## src/rtl/decimating_averager.sv

```systemverilog
`default_nettype none
// ============================================================================
// Module  : decimating_averager
// Purpose : Block mean over 2^L valid samples (round half up), 2-entry output FIFO.
// Revision: 1.0
// ============================================================================
module decimating_averager #(
  parameter int IN_BITS  = 16,
  parameter int MAX_LOG2 = 16
) (
  input  logic               clk,
  input  logic               reset,
  input  logic [IN_BITS-1:0] in_data,
  input  logic               in_valid,
  input  logic [4:0]         log2_len,
  output logic [IN_BITS-1:0] out_data,
  output logic               out_valid,
  input  logic               out_ready,
  output logic               overrun,
  output logic [15:0]        drop_count,
  output logic               busy
);

  localparam int ACC_W = IN_BITS + MAX_LOG2;
  localparam int CNT_W = MAX_LOG2 + 1;
  localparam logic [4:0] MAX_LEN = 5'(MAX_LOG2);

  // Accumulation stage
  logic signed [ACC_W-1:0] acc;
  logic [CNT_W-1:0]        sample_count;
  logic [4:0]              len_latched;

  logic [4:0]              len_clamped;
  logic [4:0]              len_cur;
  logic [CNT_W-1:0]        count_last;
  logic signed [ACC_W-1:0] sample_ext;
  logic signed [ACC_W-1:0] acc_sum;
  logic                    window_close;

  // Closed-window sum waiting for rounding
  logic                    close_valid;
  logic signed [ACC_W-1:0] close_sum;
  logic [4:0]              close_len;

  // Rounded result stage
  logic                    pipe_valid;
  logic [IN_BITS-1:0]      pipe_data;

  logic signed [ACC_W:0]   round_half;
  logic signed [ACC_W:0]   round_sum;
  logic signed [ACC_W:0]   round_shifted;
  logic [IN_BITS-1:0]      round_result;
  logic                    unused_round_bits;

  // Output FIFO
  logic [IN_BITS-1:0]      fifo_mem [2];
  logic                    rd_ptr;
  logic                    wr_ptr;
  logic [1:0]              fifo_count;
  logic                    fifo_full;
  logic                    fifo_pop;
  logic                    fifo_push;
  logic                    fifo_drop;

  // The window length is taken from the port only on the first sample of a window.
  assign len_clamped  = (log2_len > MAX_LEN) ? MAX_LEN : log2_len;
  assign len_cur      = (sample_count == '0) ? len_clamped : len_latched;
  assign count_last   = (CNT_W'(1) << len_cur) - CNT_W'(1);
  assign sample_ext   = {{MAX_LOG2{in_data[IN_BITS-1]}}, in_data};
  assign acc_sum      = acc + sample_ext;
  assign window_close = (sample_count == count_last);
  assign busy         = (sample_count != '0);

  always_ff @(posedge clk) begin
    if (reset) begin
      acc          <= '0;
      sample_count <= '0;
      len_latched  <= '0;
      close_valid  <= 1'b0;
      close_sum    <= '0;
      close_len    <= '0;
    end else begin
      close_valid <= 1'b0;
      if (in_valid) begin
        if (window_close) begin
          close_valid  <= 1'b1;
          close_sum    <= acc_sum;
          close_len    <= len_cur;
          acc          <= '0;
          sample_count <= '0;
        end else begin
          acc          <= acc_sum;
          sample_count <= sample_count + CNT_W'(1);
          len_latched  <= len_cur;
        end
      end
    end
  end

  // One extra guard bit keeps sum + half from wrapping before the shift.
  assign round_half    = (close_len == 5'd0) ? '0
                       : ((ACC_W+1)'(1) << (close_len - 5'd1));
  assign round_sum     = {close_sum[ACC_W-1], close_sum} + round_half;
  assign round_shifted = round_sum >>> close_len;
  assign round_result  = round_shifted[IN_BITS-1:0];
  assign unused_round_bits = ^round_shifted[ACC_W:IN_BITS];

  always_ff @(posedge clk) begin
    if (reset) begin
      pipe_valid <= 1'b0;
      pipe_data  <= '0;
    end else begin
      pipe_valid <= close_valid;
      if (close_valid) begin
        pipe_data <= round_result;
      end
    end
  end

  assign out_valid = (fifo_count != 2'd0);
  assign out_data  = out_valid ? fifo_mem[rd_ptr] : '0;
  assign fifo_full = (fifo_count == 2'd2);
  assign fifo_pop  = out_valid && out_ready;
  assign fifo_push = pipe_valid && (!fifo_full || fifo_pop);
  assign fifo_drop = pipe_valid && fifo_full && !fifo_pop;

  // On a full FIFO with a pop, the write lands in the slot being vacated.
  always_ff @(posedge clk) begin
    if (reset) begin
      fifo_mem[0] <= '0;
      fifo_mem[1] <= '0;
      rd_ptr      <= 1'b0;
      wr_ptr      <= 1'b0;
      fifo_count  <= 2'd0;
    end else begin
      if (fifo_push) begin
        fifo_mem[wr_ptr] <= pipe_data;
        wr_ptr           <= ~wr_ptr;
      end
      if (fifo_pop) begin
        rd_ptr <= ~rd_ptr;
      end
      case ({fifo_push, fifo_pop})
        2'b10:   fifo_count <= fifo_count + 2'd1;
        2'b01:   fifo_count <= fifo_count - 2'd1;
        default: fifo_count <= fifo_count;
      endcase
    end
  end

  always_ff @(posedge clk) begin
    if (reset) begin
      overrun    <= 1'b0;
      drop_count <= '0;
    end else if (fifo_drop) begin
      overrun <= 1'b1;
      if (drop_count != 16'hFFFF) begin
        drop_count <= drop_count + 16'd1;
      end
    end
  end

endmodule
`default_nettype wire

```

## config.mk

```make
export PLATFORM = sky130hd
export DESIGN_NAME = decimating_averager
export DESIGN_NICKNAME = d
export VERILOG_FILES = /design/src/rtl/decimating_averager.sv
export SDC_FILE = /design/constraint.sdc
export NUM_CORES = 1
export LEC_CHECK = 0
export CORE_AREA = 8 8 189 137
export CTS_CLUSTER_DIAMETER = 50
export DETAILED_ROUTE_END_ITERATION = 10
export DIE_AREA = 0 0 197 145
export PLACE_DENSITY = 0.78
export REMOVE_ABC_BUFFERS = 1
export SKIP_CTS_REPAIR_TIMING = 1
export SYNTH_ARGS = -nofsm -noshare
export SYNTH_HDL_FRONTEND = slang
export SYNTH_SLANG_ARGS = --single-unit
```

## constraint.sdc

```tcl
create_clock -name clk -period 5.9 [get_ports clk]
set_input_delay 0.885 -clock clk [delete_from_list [all_inputs] [get_ports clk]]
set_output_delay 0.885 -clock clk [all_outputs]
set_load 0.05 [all_outputs]
```

==> flow_summary.html, run 1 <==
<table>
<tr><th>Metric</th><th>Value</th></tr>
<tr><th colspan="2">Outcome</th></tr>
<tr><td>Outcome</td><td>completed</td></tr>
<tr><th colspan="2">Timing</th></tr>
<tr><td>Final setup violating endpoints</td><td>0</td></tr>
<tr><td>Pins Over Slew Limit</td><td>0</td></tr>
<tr><td>F_max</td><td>0.1905 GHz</td></tr>
<tr><td>Worst-case headroom to the max-slew limit</td><td>0.2666</td></tr>
<tr><td>Final sum of negative setup slack</td><td>0 ps</td></tr>
<tr><td>Unrepaired setup endpoints after global routing</td><td>no</td></tr>
<tr><td>Final setup skew</td><td>11.64 ps</td></tr>
<tr><td>Crit share post-route</td><td>0.8899</td></tr>
<tr><td>Minimum period implied by the final worst setup slack</td><td>5251 ps</td></tr>
<tr><td>Slew at the pin closest to its max-slew limit</td><td>1096 ps</td></tr>
<tr><td>Final Hold Violating Endpoints</td><td>0</td></tr>
<tr><th colspan="2">Drt</th></tr>
<tr><td>DRC marker count from the first detailed-route iteration</td><td>1474</td></tr>
<tr><td>DRC violation count after routing</td><td>0</td></tr>
<tr><td>Pre-Repair DR Iteration Count</td><td>7</td></tr>
<tr><td>Via count normalized by instance count</td><td>approximately 6.5</td></tr>
<tr><td>Count of antenna-violating nets left after detailed routing</td><td>0</td></tr>
<tr><td>Total wire length after detailed routing</td><td>38780 um</td></tr>
<tr><td>Wirelength per Cell</td><td>19.34 um</td></tr>
<tr><td>Vias after detailed routing</td><td>12990</td></tr>
<tr><th colspan="2">CTS</th></tr>
<tr><td>CTS tree</td><td>built</td></tr>
<tr><td>Number of CTS-inserted buffers</td><td>17</td></tr>
<tr><td>Buffer type at the clock tree root</td><td>sky130_fd_sc_hd__clkbuf_16</td></tr>
<tr><td>Clock Latency Late Sink</td><td>approximately 450 ps</td></tr>
<tr><td>Clock Pin Slew Worst Setup and Hold Paths</td><td>roughly 70 ps</td></tr>
<tr><td>CTS max path bufs</td><td>2</td></tr>
<tr><td>Level count of the clock H-tree</td><td>4</td></tr>
<tr><td>Clock sink count</td><td>163</td></tr>
<tr><th colspan="2">Yosys</th></tr>
<tr><td>Top area cells in the synthesized netlist</td><td>sky130_fd_sc_hd__dfxtp_1 19%, sky130_fd_sc_hd__edfxtp_1 7.1%, sky130_fd_sc_hd__nor2_1 6.3%, sky130_fd_sc_hd__ha_1 6.2%, sky130_fd_sc_hd__mux2i_1 6.0%</td></tr>
<tr><td>Number of synthesized flops with an enable pin</td><td>32</td></tr>
<tr><td>Number of distinct library cells after synthesis</td><td>between 90 and 100</td></tr>
<tr><td>Summed instance area of the synthesized netlist</td><td>13460 um^2</td></tr>
<tr><td>Top cells by instance count after synthesis</td><td>225 x sky130_fd_sc_hd__nor2_1, 131 x sky130_fd_sc_hd__dfxtp_1, 123 x sky130_fd_sc_hd__nand2_1</td></tr>
<tr><td>Share of synthesized registers carrying an async set or reset</td><td>0</td></tr>
<tr><td>Post-synthesis sequential area ratio</td><td>0.2662</td></tr>
<tr><td>Library cell occupying the most area in the post-synthesis netlist</td><td>sky130_fd_sc_hd__dfxtp_1</td></tr>
<tr><td>Most frequent cell after synthesis</td><td>sky130_fd_sc_hd__nor2_1</td></tr>
<tr><td>Number of warning messages in the yosys log</td><td>0</td></tr>
<tr><td>Synthesized instance count</td><td>1670</td></tr>
<tr><td>Number of synthesized register bits</td><td>163</td></tr>
<tr><td>Portion of synthesized cell area occupied by the leading cell type</td><td>0.1948</td></tr>
<tr><td>Leading register cell type out of synthesis</td><td>sky130_fd_sc_hd__dfxtp_1</td></tr>
<tr><td>Mean Syn Cell Area</td><td>8.061 um^2</td></tr>
<tr><th colspan="2">Floorplan</th></tr>
<tr><td>Number of core rows</td><td>47</td></tr>
<tr><td>Total I/O pin count</td><td>60</td></tr>
<tr><td>Die W</td><td>197 um</td></tr>
<tr><td>Overall die height</td><td>145 um</td></tr>
<tr><td>Effective utilization at floorplan</td><td>0.5840</td></tr>
<tr><td>Die ar.</td><td>28570 um^2</td></tr>
<tr><td>Placeable core area</td><td>23050 um^2</td></tr>
<tr><th colspan="2">Power</th></tr>
<tr><td>Power density of the placed cells</td><td>about 200 nW/um^2</td></tr>
<tr><td>Max VDD drop</td><td>0.0001927 V</td></tr>
<tr><td>Total power of the final layout</td><td>around 3000 uW</td></tr>
<tr><td>Static Leak</td><td>approximately 0.0056 uW</td></tr>
<tr><th colspan="2">Worst setup path</th></tr>
<tr><td>Kind of end point of the critical path</td><td>flop</td></tr>
<tr><td>Critical path required time</td><td>between 6000 and 7000 ps</td></tr>
<tr><td>Critical path peak fanout</td><td>15</td></tr>
<tr><td>End of the worst register-to-register path</td><td>pipe_data[2]$_SDFFE_PP0P_</td></tr>
<tr><td>Worst R2R Path Depth</td><td>14</td></tr>
<tr><td>Critical path launch point</td><td>close_len[1]$_SDFFE_PP0P_</td></tr>
<tr><td>Critical R2R Launch</td><td>close_len[1]$_SDFFE_PP0P_</td></tr>
<tr><td>Critical path arrival</td><td>around 5600 ps</td></tr>
<tr><td>Setup crit end</td><td>pipe_data[2]$_SDFFE_PP0P_</td></tr>
<tr><td>WS Path Type</td><td>flop to flop</td></tr>
<tr><td>Register-to-register setup slack</td><td>650 ps</td></tr>
<tr><td>CP Launch Type</td><td>flop</td></tr>
<tr><th colspan="2">Final layout</th></tr>
<tr><td>Number of antenna diodes</td><td>0</td></tr>
<tr><td>Layout net count</td><td>1768</td></tr>
<tr><td>Synthesis-to-finish area growth</td><td>10.08%</td></tr>
<tr><td>Fraction of layout instances using a drive strength above 1</td><td>0.06876</td></tr>
<tr><th colspan="2">Place</th></tr>
<tr><td>DP HPWL</td><td>28960 um</td></tr>
<tr><td>Gpl congestion</td><td>1.004</td></tr>
<tr><td>Count of input and output buffers</td><td>59</td></tr>
<tr><th colspan="2">Global route</th></tr>
<tr><td>First-pass GRT wire length</td><td>63000 um</td></tr>
<tr><td>Maximum number of pins on one net before global-route repair</td><td>39</td></tr>
<tr><td>Aggregate global routing overflow</td><td>0</td></tr>
<tr><td>Via count of the first global-routing pass</td><td>11920</td></tr>
<tr><td>Antenna violations before repair</td><td>0</td></tr>
<tr><td>Global-route usage over all layers</td><td>0.2651</td></tr>
<tr><th colspan="2">Flow run</th></tr>
<tr><td>Max Cap Violations</td><td>0</td></tr>
<tr><th colspan="2">Worst hold path</th></tr>
<tr><td>Hold Crit Class</td><td>flop to flop</td></tr>
</table>
-- layer usage --
metal  share of wire  up-vias  track usage
met5               0        -            0
met4           0.021        0      0.07205
met3           0.094       74      0.07024
met2            0.43      604       0.3946
met1            0.46     6102       0.3721
li1                -     6211            -
-- report_power, final --
part	internal, uW	leakage [uW]	switching, uW
clock network	630	0.000302	534
logic	250	0.00395	337
registers	1180	0.00139	30.7
total	2060	0.00564	902
-- worst min path at each step --
| stage | startpoint | to | slack, ps | cells past startpoint |
|---|---|---|---|---|
| 6_report | acc[20]$_SDFFE_PP0P_ | acc[20]$_SDFFE_PP0P_ | 470 | 2 |
| 5_1_grt | acc[20]$_SDFFE_PP0P_ | acc[20]$_SDFFE_PP0P_ | 500 | 2 |
| 4_1_cts | acc[20]$_SDFFE_PP0P_ | acc[20]$_SDFFE_PP0P_ | 470 | 2 |
| 3_5_place_dp | acc[20]$_SDFFE_PP0P_ | acc[20]$_SDFFE_PP0P_ | 460 | 2 |
| 3_3_place_gp | acc[20]$_SDFFE_PP0P_ | acc[20]$_SDFFE_PP0P_ | 440 | 2 |
| 2_1_floorplan | acc[20]$_SDFFE_PP0P_ | acc[20]$_SDFFE_PP0P_ | 430 | 2 |
-- per-stage QoR --
step	hold slack [ps]	area, um^2	utilization	setup slack [ps]	cells
2_1_floorplan	429.1	13020	-	200.0	1570
3_3_place_gp	444.3	14210	0.6164	750.7	1973
3_5_place_dp	456.7	14210	0.6164	701.0	1973
4_1_cts	471.9	14820	0.6428	699.0	2005
5_1_grt	501.3	14820	0.6428	143.2	2005
6_report	466.6	14820	0.6428	649.4	2005
-- worst max-delay path, cell delays in order (launching register included) --
cell and delay, ps:
sky130_fd_sc_hd__dfxtp_1 550, sky130_fd_sc_hd__inv_1 120, sky130_fd_sc_hd__nand2_1 640, sky130_fd_sc_hd__nor2_1 140, sky130_fd_sc_hd__ha_1 260, sky130_fd_sc_hd__a2111oi_0 470, sky130_fd_sc_hd__o21ai_0 310, sky130_fd_sc_hd__and3_1 290
sky130_fd_sc_hd__o21ai_1 450, sky130_fd_sc_hd__o21ai_0 240, sky130_fd_sc_hd__a221oi_1 790, sky130_fd_sc_hd__nor2_1 110, sky130_fd_sc_hd__a211oi_1 370, sky130_fd_sc_hd__a31oi_1 150, sky130_fd_sc_hd__a211oi_1 260
-- registers in the layout (all words and copies together), names as in the netlist, 2 cells and up, named ones only --
name          cells
drop_count       16
fifo_mem         32
fifo_count        2
len_latched       5
pipe_data        16
close_sum        32
sample_count     17
acc              32
close_len         5
-- cells by family after synthesis --
logic type	count (synthesis)	share of synthesized area
other	1	0.0002786
multiplexers	109	0.09406
flip-flops	163	0.2662
XOR/XNOR	86	0.05698
AO/OA/AOI/OAI	465	0.2430
AND/OR/NAND/NOR	632	0.2286
adder cells (fa/ha/maj)	69	0.06525
buffers and inverters	145	0.04573
-- final cells by class --
class | instances | area [um^2]
Multi-Input combinational cell | 1362 | 9266
Fill cell | 2064 | 8234
Sequential cell | 163 | 3583
Timing Repair Buffer | 85 | 793.3
Clock buffer | 18 | 450.4
Tap cell | 318 | 397.9
Inverter | 45 | 168.9
Clock inverter | 14 | 157.7
-- placed cells by master (no fill, tap or decap), types with 43 or more instances in the layout --
master                            netlist  routed
sky130_fd_sc_hd__mux2i_1               81      81
sky130_fd_sc_hd__a21oi_1               94      94
sky130_fd_sc_hd__ha_1                  67      67
sky130_fd_sc_hd__clkdlybuf4s50_1        0      58
sky130_fd_sc_hd__xnor2_1               49      49
sky130_fd_sc_hd__inv_1                 44      44
sky130_fd_sc_hd__o21ai_0               64      64
sky130_fd_sc_hd__nor2_1               225     224
sky130_fd_sc_hd__nand2_1              123     123
sky130_fd_sc_hd__nand3_1               43      43
sky130_fd_sc_hd__dfxtp_1              131     131
sky130_fd_sc_hd__nor3_1                43      43
Note: power is estimated with default switching activity, not from simulation.
==> run 2: changes to the inputs <==
--- a/config.mk
+++ b/config.mk
@@ -9,9 +9,10 @@
 export CTS_CLUSTER_DIAMETER = 50
 export DETAILED_ROUTE_END_ITERATION = 10
 export DIE_AREA = 0 0 197 145
-export PLACE_DENSITY = 0.78
+export PLACE_DENSITY = 0.89
 export REMOVE_ABC_BUFFERS = 1
 export SKIP_CTS_REPAIR_TIMING = 1
+export SLEW_MARGIN = 20
 export SYNTH_ARGS = -nofsm -noshare
 export SYNTH_HDL_FRONTEND = slang
 export SYNTH_SLANG_ARGS = --single-unit
==> flow_summary.html, run 2 (synthesized netlist as in run 1, its figures left out) <==
<table>
<tr><th>Metric</th><th>Value</th></tr>
<tr><th colspan="2">Outcome</th></tr>
<tr><td>Outcome</td><td>completed</td></tr>
<tr><th colspan="2">Final layout</th></tr>
<tr><td>Commonest non-fill, non-tap cell in the layout</td><td>sky130_fd_sc_hd__nor2_1</td></tr>
<tr><td>Utilization of the core after routing</td><td>0.6433 (about the same)</td></tr>
<tr><td>Most frequent cells in the layout</td><td>223 x sky130_fd_sc_hd__nor2_1, 131 x sky130_fd_sc_hd__dfxtp_1, 123 x sky130_fd_sc_hd__nand2_1, 94 x sky130_fd_sc_hd__a21oi_1, 81 x sky130_fd_sc_hd__mux2i_1</td></tr>
<tr><td>Number of antenna diodes</td><td>0 (unchanged)</td></tr>
<tr><td>Synthesis-to-finish area growth</td><td>10.17% (about the same)</td></tr>
<tr><td>Fraction of layout instances using a drive strength above 1</td><td>0.07050 (+0.001737)</td></tr>
<tr><td>Layout Cell Area excl Fill</td><td>14830 um^2 (about the same)</td></tr>
<tr><td>Fill cell instance count of the final layout</td><td>1908 (-7.6%)</td></tr>
<tr><td>Registers with the most flip-flops</td><td>acc x32, close_sum x32, fifo_mem x32</td></tr>
<tr><td>Layout net count</td><td>1769 (+0.057%)</td></tr>
<tr><th colspan="2">Worst setup path</th></tr>
<tr><td>Register-to-register setup slack</td><td>710 ps (+60 ps)</td></tr>
<tr><td>WS Path Type</td><td>flop to flop</td></tr>
<tr><td>Worst R2R Path Depth</td><td>16 (+2)</td></tr>
<tr><td>CP Launch Type</td><td>flop</td></tr>
<tr><td>Kind of end point of the critical path</td><td>flop</td></tr>
<tr><td>Critical path required time</td><td>6220 ps (-30 ps)</td></tr>
<tr><td>Critical path arrival</td><td>5510 ps (-90 ps)</td></tr>
<tr><td>Sequence of cells on the critical path</td><td>clkinv_1 &gt; buf_4 &gt; nand2_1 &gt; nor2_1 &gt; ha_1 &gt; a2111oi_0 &gt; o21ai_0 &gt; and3_1 &gt; o21ai_1 &gt; o21ai_0 &gt; a311oi_1 &gt; buf_4 &gt; o22ai_1 &gt; a31oi_1 &gt; o21bai_1 &gt; a32o_1</td></tr>
<tr><td>End of the worst register-to-register path</td><td>pipe_data[11]$_SDFFE_PP0P_</td></tr>
<tr><td>Critical R2R Launch</td><td>close_len[0]$_SDFFE_PP0P_</td></tr>
<tr><td>Slowest cell delay on critical path</td><td>520 ps (-270 ps)</td></tr>
<tr><td>CP max stage cell</td><td>sky130_fd_sc_hd__a2111oi_0</td></tr>
<tr><td>Critical path peak fanout</td><td>15 (unchanged)</td></tr>
<tr><th colspan="2">Timing</th></tr>
<tr><td>Worst hold margin</td><td>462.1 ps (-4.543 ps)</td></tr>
<tr><td>Minimum period implied by the final worst setup slack</td><td>5191 ps (-59.12 ps)</td></tr>
<tr><td>Final setup skew</td><td>17.88 ps (+6.245 ps)</td></tr>
<tr><td>Final Hold Violating Endpoints</td><td>0 (unchanged)</td></tr>
<tr><td>Final sum of negative setup slack</td><td>0 ps (unchanged)</td></tr>
<tr><td>Crit share post-route</td><td>0.8799 (-0.01002)</td></tr>
<tr><td>F_max</td><td>0.1926 GHz (+1.1%)</td></tr>
<tr><td>Pins Over Slew Limit</td><td>0 (unchanged)</td></tr>
<tr><td>Final Worst Setup Slack</td><td>708.5 ps (+59.12 ps)</td></tr>
<tr><td>Slew at the pin closest to its max-slew limit</td><td>1131 ps (+35.47 ps)</td></tr>
<tr><td>Unrepaired setup endpoints after global routing</td><td>no</td></tr>
<tr><td>Final setup violating endpoints</td><td>0 (unchanged)</td></tr>
<tr><td>Worst-case headroom to the max-slew limit</td><td>0.2457 (-0.02095)</td></tr>
<tr><th colspan="2">Global route</th></tr>
<tr><td>Global-route usage over all layers</td><td>0.2677 (+0.002671)</td></tr>
<tr><td>Antenna violations before repair</td><td>0 (unchanged)</td></tr>
<tr><td>Maximum number of pins on one net before global-route repair</td><td>56 (+44%)</td></tr>
<tr><td>Via count of the first global-routing pass</td><td>12360 (+3.7%)</td></tr>
<tr><td>First-pass GRT wire length</td><td>64160 um (+1.8%)</td></tr>
<tr><td>Aggregate global routing overflow</td><td>0 (unchanged)</td></tr>
<tr><th colspan="2">Place</th></tr>
<tr><td>Placed Instance Area</td><td>14220 um^2 (about the same)</td></tr>
<tr><td>DP HPWL</td><td>29270 um (+1.1%)</td></tr>
<tr><td>Count of input and output buffers</td><td>59 (unchanged)</td></tr>
<tr><td>Gpl congestion</td><td>1.024 (+2.0%)</td></tr>
<tr><td>Dpl ws</td><td>885.7 ps (+184.7 ps)</td></tr>
<tr><th colspan="2">CTS</th></tr>
<tr><td>Level count of the clock H-tree</td><td>4 (unchanged)</td></tr>
<tr><td>Number of CTS-inserted buffers</td><td>17 (unchanged)</td></tr>
<tr><td>Clock sink count</td><td>163 (unchanged)</td></tr>
<tr><td>Buffer type at the clock tree root</td><td>sky130_fd_sc_hd__clkbuf_16</td></tr>
<tr><td>CTS max path bufs</td><td>2 (unchanged)</td></tr>
<tr><td>Clock Latency Late Sink</td><td>440 ps (about the same)</td></tr>
<tr><td>CTS tree</td><td>built</td></tr>
<tr><td>Clock Pin Slew Worst Setup and Hold Paths</td><td>70 ps (about the same)</td></tr>
<tr><th colspan="2">Floorplan</th></tr>
<tr><td>Die W</td><td>197 um (unchanged)</td></tr>
<tr><td>Die ar.</td><td>28570 um^2 (unchanged)</td></tr>
<tr><td>Number of core rows</td><td>47 (unchanged)</td></tr>
<tr><td>Overall die height</td><td>145 um (unchanged)</td></tr>
<tr><td>Total I/O pin count</td><td>60 (unchanged)</td></tr>
<tr><td>Placeable core area</td><td>23050 um^2 (unchanged)</td></tr>
<tr><td>Effective utilization at floorplan</td><td>0.5840 (unchanged)</td></tr>
<tr><th colspan="2">Worst hold path</th></tr>
<tr><td>Hold Crit Class</td><td>flop to flop</td></tr>
<tr><td>End point of the worst hold path</td><td>acc[20]$_SDFFE_PP0P_</td></tr>
<tr><td>Hold Path Cell Cnt</td><td>2 (unchanged)</td></tr>
<tr><td>Startpoint of the lowest-slack hold path</td><td>acc[20]$_SDFFE_PP0P_</td></tr>
<tr><th colspan="2">Power</th></tr>
<tr><td>Max VDD drop</td><td>0.0001670 V (-13%)</td></tr>
<tr><td>Static Leak</td><td>0.005641 uW (about the same)</td></tr>
<tr><td>Power density of the placed cells</td><td>199.4 nW/um^2 (-0.20%)</td></tr>
<tr><th colspan="2">Drt</th></tr>
<tr><td>Highest metal used</td><td>met4</td></tr>
<tr><td>Count of antenna-violating nets left after detailed routing</td><td>0 (unchanged)</td></tr>
<tr><td>Detail Route met3 WL</td><td>4369 um (+20%)</td></tr>
<tr><td>Via count normalized by instance count</td><td>6.626 (+2.3%)</td></tr>
<tr><td>DRC violation count after routing</td><td>0 (unchanged)</td></tr>
<tr><td>Pre-Repair DR Iteration Count</td><td>7 (unchanged)</td></tr>
<tr><td>Wirelength per Cell</td><td>19.75 um (+2.1%)</td></tr>
<tr><td>Met2 wire length</td><td>17150 um (+3.1%)</td></tr>
<tr><td>Met1 Routed Length</td><td>17040 um (-3.6%)</td></tr>
<tr><td>DRC marker count from the first detailed-route iteration</td><td>1754 (+19%)</td></tr>
<tr><td>Vias after detailed routing</td><td>13290 (+2.3%)</td></tr>
<tr><td>Total wire length after detailed routing</td><td>39620 um (+2.2%)</td></tr>
<tr><th colspan="2">Flow run</th></tr>
<tr><td>Max Cap Violations</td><td>0 (unchanged)</td></tr>
</table>
## run 2: cell types whose count changed in the layout (fill, tap and decap cells not counted), sizes merged
cell	previous run	this run
clkinv	4	5
inv	54	53
clkbuf	18	17
buf	27	28
clkinvlp	0	1
## run 2: worst max path at each step
stage               cells after the start                             to                    startpoint
global placement                       17  sample_count[16]$_SDFFE_PP0P_  sample_count[0]$_SDFFE_PP0P_
floorplan                              14     close_sum[31]$_SDFFE_PP0P_  sample_count[0]$_SDFFE_PP0P_
detailed placement                     15   sample_count[7]$_SDFFE_PP0P_                   log2_len[4]
global route                           16     pipe_data[11]$_SDFFE_PP0P_     close_len[0]$_SDFFE_PP0P_
CTS                                    17  sample_count[14]$_SDFFE_PP0P_  sample_count[0]$_SDFFE_PP0P_
finish                                 16     pipe_data[11]$_SDFFE_PP0P_     close_len[0]$_SDFFE_PP0P_
## run 2: layout make-up
cell class	instances	area [um^2]	share of cell area
multi-input combinational	1362	9273	0.6252
inverter	45	168.9	0.01139
clock inverter	15	181.4	0.01223
clock buffer	17	425.4	0.02868
tap	318	397.9	0.02683
timing repair buffer	86	800.8	0.05399
sequential	163	3583	0.2416
## run 2: where the power goes
group,internal (uW),total (uW),switching [uW]
registers,1180,1210,30.2
logic,250,593,342
clock network,610,1160,546
total,2040,2960,918
## run 2: critical path: cells and delay by family (launching register included)
| family | cells | cell delay (ps) |
|---|---|---|
| AOI/OAI and AO/OA | 9 | 2880 |
| DFF | 1 | 350 |
| buffers and inverters | 3 | 570 |
| and+or+nand+nor | 3 | 920 |
| adders and majority gates | 1 | 360 |
## run 2: metal layers
layer / track usage / vias to the layer above
met2: 0.4105 / 768
li1: - / 6230
met4: 0.07017 / 0
met5: 0 / -
met3: 0.07486 / 120
met1: 0.3648 / 6174
## run 2: through the flow
step | cells | total power [uW]
floorplan | 1570 | 1660
CTS | 2006 | 2956
global placement | 1974 | 1796
finish | 2006 | 2957
detailed placement | 1974 | 1817
global route | 2006 | 3076
